--- config.mk ---
export PLATFORM = sky130hd
export DESIGN_NAME = four_bit_2ch_rr_arbiter
export DESIGN_NICKNAME = d
export VERILOG_FILES = /design/src/rtl/four_bit_2ch_rr_arbiter.sv
export SDC_FILE = /design/constraint.sdc
export NUM_CORES = 1
export LEC_CHECK = 0
export CORE_UTILIZATION = 34
export CTS_CLUSTER_DIAMETER = 120
export DETAILED_ROUTE_END_ITERATION = 10
export PLACE_DENSITY = 0.81
export SYNTH_ARGS = -nofsm -noshare
export SYNTH_HDL_FRONTEND = slang
export SYNTH_SLANG_ARGS = --single-unit
--- constraint.sdc ---
create_clock -name Clock -period 1.66 [get_ports Clock]
set_input_delay 0.332 -clock Clock [delete_from_list [all_inputs] [get_ports Clock]]
set_output_delay 0.332 -clock Clock [all_outputs]
set_load 0.01 [all_outputs]
--- src/rtl/four_bit_2ch_rr_arbiter.sv ---
// Two-channel round-robin arbiter feeding a registered single-entry output stage.
// Optional per-channel accept counters are built when GRANT_COUNT_EN is defined.
module four_bit_2ch_rr_arbiter #(
    parameter int DATA_WIDTH  = 4,
    parameter int COUNT_WIDTH = 8
) (
    input  logic                   Clock,
    input  logic                   Reset_n,
    input  logic [DATA_WIDTH-1:0]  In_0,
    input  logic                   In_0_Valid,
    output logic                   In_0_Ready,
    input  logic [DATA_WIDTH-1:0]  In_1,
    input  logic                   In_1_Valid,
    output logic                   In_1_Ready,
    output logic [DATA_WIDTH-1:0]  Out,
    output logic                   Select,
    output logic                   Out_Valid,
    input  logic                   Out_Ready,
    output logic [COUNT_WIDTH-1:0] Grant_Cnt_0,
    output logic [COUNT_WIDTH-1:0] Grant_Cnt_1
);

    typedef enum logic {
        EMPTY = 1'b0,
        FULL  = 1'b1
    } state_t;

    state_t state;
    logic   last_grant;
    logic   any_valid;
    logic   grant;
    logic   can_accept;
    logic   accept;

    always_comb begin
        // NOTE: every combinational output gets a default first so no path infers a latch.
        any_valid = In_0_Valid | In_1_Valid;
        grant     = 1'b0;
        if (In_0_Valid && In_1_Valid) begin
            grant = ~last_grant;
        end else if (In_1_Valid) begin
            grant = 1'b1;
        end
    end

    // The output slot can take a word when empty or when it drains this same cycle.
    assign can_accept = (state == EMPTY) | Out_Ready;
    assign In_0_Ready = Reset_n & can_accept & any_valid & ~grant;
    assign In_1_Ready = Reset_n & can_accept & any_valid & grant;
    assign accept     = In_0_Ready | In_1_Ready;
    assign Out_Valid  = (state == FULL);

    // NOTE: sequential state uses non-blocking assignments so all flops update together.
    always_ff @(posedge Clock or negedge Reset_n) begin
        if (!Reset_n) begin
            state      <= EMPTY;
            Out        <= '0;
            Select     <= 1'b0;
            last_grant <= 1'b1;
        end else begin
            case (state)
                EMPTY: begin
                    if (accept) begin
                        state <= FULL;
                    end
                end
                FULL: begin
                    if (!accept && Out_Ready) begin
                        state <= EMPTY;
                    end
                end
                default: state <= EMPTY;
            endcase
            if (accept) begin
                Out        <= grant ? In_1 : In_0;
                Select     <= grant;
                last_grant <= grant;
            end
        end
    end

`ifdef GRANT_COUNT_EN
    logic [COUNT_WIDTH-1:0] cnt_0;
    logic [COUNT_WIDTH-1:0] cnt_1;

    // Counters saturate at all-ones and only reset clears them.
    always_ff @(posedge Clock or negedge Reset_n) begin
        if (!Reset_n) begin
            cnt_0 <= '0;
            cnt_1 <= '0;
        end else begin
            if (In_0_Ready && cnt_0 != '1) begin
                cnt_0 <= cnt_0 + COUNT_WIDTH'(1);
            end
            if (In_1_Ready && cnt_1 != '1) begin
                cnt_1 <= cnt_1 + COUNT_WIDTH'(1);
            end
        end
    end

    assign Grant_Cnt_0 = cnt_0;
    assign Grant_Cnt_1 = cnt_1;
`else
    assign Grant_Cnt_0 = '0;
    assign Grant_Cnt_1 = '0;
`endif

endmodule

==> metrics.md, run 1 <==
| Metric | Value |
|---|---|
| CP Capture Type | `primary output` |
| Sw frac | `0.311` |
| Top cell type's share of synthesized area | `0.309` |
| Max-slew violation count | `0` |
| Die Area | `1580 um^2` |
| Layout Nets | `92` |
| CTS tree | `yes` |
| CTS root buf | `clkbuf_4` |
| Async S/R FF share, synth | `1.00` |
| Max-cap violations | `0` |
| Fin crit period | `1.65 ns` |
| Clock transition at path regs | `0.06 ns` |
| WP data arrival | `1.32 ns` |
| GRT overflow | `0` |
| Worst-path fanout max | `3` |
| Worst-skew pair later-pin latency | `0.26 ns` |
| Static Leak | `0.321 nW` |
| Clk network pwr share | `0.257` |
| Skew final | `0.00489 ns` |
| Drt drc | `0` |
| P&R area growth vs syn | `47.9%` |
| Most used DFF post-synth | `dfrtp_1` |
| Post-synth EDFFs | `0` |
| Worst Hold Class | `in2async` |
| Iter 0 DRT Violations | `2` |
| # setup viols final | `0` |
| Count of non-filler cells in the finished layout | `93` |
| Count of buffers from port buffering | `20` |
| Cell taking the most area after synthesis | `dfrtp_1` |
| Die width | `39.8 um` |
| Share of cells above drive strength 1 | `0.269` |
| Hold buffers post-CTS | `0` |
| Post-route ant nets | `0` |
| Hold Vio Cnt, Final | `0` |
| Avg Inst Size Synth | `9.91 um^2` |
| Pre-antenna DRT Iters | `3` |
| Yosys warns | `0` |
| Pwr Density | `875 nW/um^2` |
| Ranking of synthesized cells by area | `dfrtp_1 (31%), buf_4 (25%), a2bb2oi_1 (7.2%)` |
| Initial core utilization | `0.368` |
| Top-count cell post-synth | `buf_4` |
| Sequential area share after synthesis | `0.363` |
| Pre-CTS setup slack | `-0.526 ns` |
| WL final | `1140 um` |
| CTS buffer count | `3` |
| Row Count | `13` |
| Mapped Cells | `49` |
| Synth cell types | `20` |
| Wire length per cell | `12.3 um` |
| H-tree depth | `1` |
| Largest net degree at the start of global routing | `10` |
| Final setup margin | `0.00869 ns` |
| Peak supply drop | `0.000473 V` |
| Internal Pwr Total | `0.000433 W` |
| Core ar. | `1320 um^2` |
| Clock sink total | `7` |
| Vias | `438` |
| Die extent in y | `39.8 um` |
| Post-Syn Area | `485 um^2` |
| DP Wirelength | `919 um` |
| Period Utilization, post-route | `0.995` |
| Outcome | `complete, no violations` |
| Final GP Congestion | `0.874` |
| # IOs | `37` |
| Worst EP required | `1.33 ns` |
| Clk buf depth | `2` |
| Psw | `0.000196 W` |
| Vias in the first global route | `387` |
| Initial antenna violation count | `0` |
| Critical Path Source Type | `primary input` |
| Antenna diodes | `0` |
| Placed Cells | `89` |
| GRT Total Usage | `0.173` |
| Via-per-instance ratio | `4.71` |
| Fmax achieved | `0.606 GHz` |
| Global-route wire length before repair | `1660 um` |
| Sequential share of power | `0.373` |
| Commonest cells in the netlist | `buf_4 (16), dfrtp_1 (6), a2bb2oi_1 (4), o32ai_1 (4)` |
| Worst hold slack | `0.440 ns` |
| Combinational power share | `0.370` |
| Register bit total from synthesis | `7` |
| Power, Total | `0.000628 W` |
| Crit Path Category | `in2out` |
[final timing paths]
check	startpoint	end	slack, ns	cells after the start
min in group Clock	Out[0]	Out[0]	0.54	1
worst max register to register	last_grant	Out[1]	0.44	4
worst max-delay path	Reset_n	In_0_Ready	0.009	4
worst min register to register	Out[0]	Out[0]	0.54	1
worst min-delay path	Reset_n	Out_Valid	0.44	2
max in group asynchronous	Reset_n	last_grant	1.00	2
[metal layers]
metal | wire length [um] | up-vias | GRT usage | share of wire
met5 | 0 | - | 0 | 0
met4 | 0 | 0 | 0.0776 | 0
met3 | 82 | 0 | 0.0682 | 0.072
met2 | 621 | 27 | 0.307 | 0.54
li1 | - | 201 | - | -
met1 | 437 | 210 | 0.173 | 0.38
[repair_timing]
item | 4_1_cts | 5_1_grt
gates resized for setup | 10 | 1
buffers inserted | 0 | 0
pin swaps | 0 | 0
endpoints found under the setup margin | 2 | 1
[kinds of logic (layout without fill, tap and decap cells)]
| family | Yosys count | after routing | synth area share |
|---|---|---|---|
| AND/OR/NAND/NOR | 9 | 9 | 0.139 |
| buffers and inverters | 18 | 32 | 0.263 |
| AO/OA/AOI/OAI | 14 | 14 | 0.227 |
| other | 1 | 16 | 0.00772 |
| flip-flops | 7 | 7 | 0.363 |
[area by class of cell]
class                           instances  area [um^2]
Timing Repair Buffer                   26          244
Multi-Input combinational cell         39          245
Fill cell                             136          599
Tap cell                               15         18.8
Clock buffer                            4         26.3
Sequential cell                         7          176
Inverter                                2         7.51
[flip-flops by register name (all words and copies together) (netlist names)]
name and cells:
last_grant 1, Out 4, Out_Valid 1, Select 1
[cells in the final DEF, fill, tap and decap left out, types with 2 or more instances in the layout]
master and n:
a2bb2oi_1 4, dfrtp_1 6, conb_1 16, dlygate4sd2_1 3
clkdlybuf4s50_1 15, a31oi_1 2, o32ai_1 4, inv_2 2
buf_4 6, nor2_1 2, clkbuf_4 3, clkdlybuf4s15_2 2
[critical path: stages]
cell	delay [ns]
clkdlybuf4s50_1	0.51
nand2_2	0.08
nor3_2	0.16
clkdlybuf4s15_2	0.24
[metrics by stage]
stage / TNS (ns) / cell area (um^2) / utilization
after floorplan: 0 / 542 / -
after global routing: -0.0131 / 718 / 0.545
after detailed placement: -0.955 / 686 / 0.520
final: 0 / 718 / 0.545
after global placement: -0.917 / 686 / 0.520
after CTS: 0 / 716 / 0.543
[power by group through the flow]
stage / Sequential (W) / Clock (W) / Combinational, W
after floorplan: 0.000245 / 0 / 0.000120
after global placement: 0.000236 / 0 / 0.000228
after detailed placement: 0.000235 / 0 / 0.000234
after CTS: 0.000235 / 0.000164 / 0.000232
after global routing: 0.000240 / 0.000171 / 0.000252
final: 0.000234 / 0.000161 / 0.000233
(Power assumes the default switching activity.)
==> inputs of run 2 (changes only) <==
REMOVE_ABC_BUFFERS = 1   (was default)
==> run 2 against run 1 <==
Effect of this change: critical path depth unchanged; register-to-register slack worse by 0.03 ns; routed wire length down 7.1%; die area unchanged; first-iteration DRC count rose to 3.0 times the previous value; critical endpoint is now In_1_Ready; cell count up 3.2%; cell area up 3.7%; worst setup slack better by 0.043 ns.
==> metrics.md, run 2 (synthesis gave the netlist of run 1 again) <==
| Metric | Value |
|---|---|
| Outcome | `complete, no violations` |
| Max-slew violation count | `0` |
| Max reg flops | `4` |
| RSZ-0062 raised after global routing | `false` |
| DP Wirelength | `877 um` |
| Initial core utilization | `0.368` |
| Vias in the first global route | `406` |
| Row Count | `13` |
| Leading cell types in the layout, fill and taps excluded | `conb_1 (16), clkdlybuf4s50_1 (16), buf_4 (9), dfrtp_1 (6)` |
| Clock sink total | `7` |
| Post-route ant nets | `0` |
| Power, Total | `0.000621 W` |
| # IOs | `37` |
| Design Area, Final | `744 um^2` |
| R2r setup slk | `0.41 ns` |
| H-tree depth | `1` |
| Combinational power share | `0.384` |
| Worst EP required | `1.33 ns` |
| Count of buffers from port buffering | `20` |
| Iter 0 DRT Violations | `6` |
| Drt drc | `0` |
| Critical Path Source Type | `primary input` |
| Worst Hold Class | `in2async` |
| Wire length per cell | `11.0 um` |
| Worst path max stage delay | `0.49 ns` |
| Biggest register | `Out` |
| CP Capture Type | `primary output` |
| GRT overflow | `0` |
| Global-route wire length before repair | `1560 um` |
| Psw | `0.000182 W` |
| Count of non-filler cells in the finished layout | `96` |
| Met3 Usage GRT | `0.0284` |
| Die Area | `1580 um^2` |
| Fin crit period | `1.61 ns` |
| Sw frac | `0.294` |
| GRT busiest layer | `met2` |
| Period Utilization, post-route | `0.969` |
| Internal Pwr Total | `0.000439 W` |
| Clock transition at path regs | `0.05 ns` |
| Met2 Use GR | `0.295` |
| Static Leak | `0.357 nW` |
| WP buf/inv | `2` |
| CTS tree | `yes` |
| Post-DP Area | `708 um^2` |
| CTS root buf | `clkbuf_4` |
| CP Cell Sequence | `clkdlybuf4s50_1, a21bo_2, nor2_1, buf_2` |
| Fmax achieved | `0.622 GHz` |
| Pre-antenna DRT Iters | `4` |
| Clk buf depth | `2` |
| Sequential share of power | `0.377` |
| Clk network pwr share | `0.239` |
| Layout fillers | `116` |
| Worst path slowest cell | `clkdlybuf4s50_1` |
| Largest net degree at the start of global routing | `10` |
| Pwr Density | `834 nW/um^2` |
| CTS buffer count | `3` |
| Crit Path Category | `in2out` |
| Via-per-instance ratio | `4.48` |
| Worst-skew pair later-pin latency | `0.24 ns` |
| Final GP Congestion | `0.787` |
| Vias | `430` |
| Placed Cells | `92` |
| Top cell family by delay on the critical path | `buffers and inverters` |
| P&R area growth vs syn | `53.4%` |
| WL final | `1060 um` |
| Hold Vio Cnt, Final | `0` |
| Die extent in y | `39.8 um` |
| Worst-path fanout max | `3` |
| # Post-CTS Setup Buffers | `0` |
| Antenna diodes | `0` |
| Initial antenna violation count | `0` |
| Skew final | `0.00425 ns` |
| Grt met1 use | `0.150` |
| GRT Total Usage | `0.157` |
| WP data arrival | `1.28 ns` |
| Share of cells above drive strength 1 | `0.309` |
| Peak supply drop | `0.000612 V` |
| Max-cap violations | `0` |
| Layout Nets | `95` |
| Die width | `39.8 um` |
| # setup viols final | `0` |
| Core ar. | `1320 um^2` |
-- run 2: changes by cell type in the layout (fill, tap and decap cells not counted), sizes merged --
cell	before	now
dlygate4sd2	3	0
buf	6	11
clkdlybuf4s15	2	0
clkdlybuf4s50	15	16
dlymetal6s2s	0	2
-- run 2: repair_timing --
action,CTS,global route
gates resized for setup,11,2
hold buffers,0,0
pin swaps,0,1
endpoints found under the setup margin,2,2
-- run 2: final timing paths --
check / cells past startpoint / from / endpoint
worst max-delay path: 4 / In_1_Valid / In_1_Ready
worst min-delay path: 2 / Reset_n / Select
worst max register to register: 4 / last_grant / Out[2]
worst min register to register: 2 / Select / Select
max in group asynchronous: 2 / Reset_n / last_grant
min in group Clock: 3 / Out_Ready / Out_Valid
-- run 2: final cells by class --
cell class / count / area, um^2 / share of cell area
Clock buffer: 4 / 26.3 / 0.0353
Inverter: 2 / 7.51 / 0.0101
Multi-Input combinational cell: 39 / 253 / 0.339
Sequential cell: 7 / 176 / 0.237
Tap cell: 15 / 18.8 / 0.0252
Timing Repair Buffer: 29 / 263 / 0.353
-- run 2: power groups by stage --
stage                     Clock (W)  Sequential [W]  Combinational (W)
after floorplan                   0        0.000245          0.0000924
after detailed placement          0        0.000235           0.000240
after global routing       0.000173        0.000236           0.000262
after CTS                  0.000157        0.000233           0.000242
after global placement            0        0.000235           0.000237
final                      0.000148        0.000234           0.000238
-- run 2: per-layer routing --
| metal | up-vias | wire length [um] |
|---|---|---|
| met4 | 0 | 0 |
| met3 | 0 | 95 |
| met1 | 194 | 407 |
| met5 | - | 0 |
| met2 | 29 | 557 |
| li1 | 207 | - |
-- run 2: per-stage QoR --
step | setup WS, ns | hold WS [ns] | TNS, ns | utilization
after floorplan | 0.430 | 0.0364 | 0 | -
after global placement | -0.418 | 0.532 | -0.766 | 0.538
after detailed placement | -0.526 | 0.525 | -0.902 | 0.538
after CTS | -0.0159 | 0.410 | -0.0159 | 0.561
after global routing | 0.0185 | 0.419 | 0 | 0.565
final | 0.0514 | 0.416 | 0 | 0.565
==> inputs of run 3 (changes only) <==
ABC_CLOCK_PERIOD_IN_PS = 1660   (was default)
==> results of run 3 <==
Final layout, timing and power as in run 2 (identical DEF).
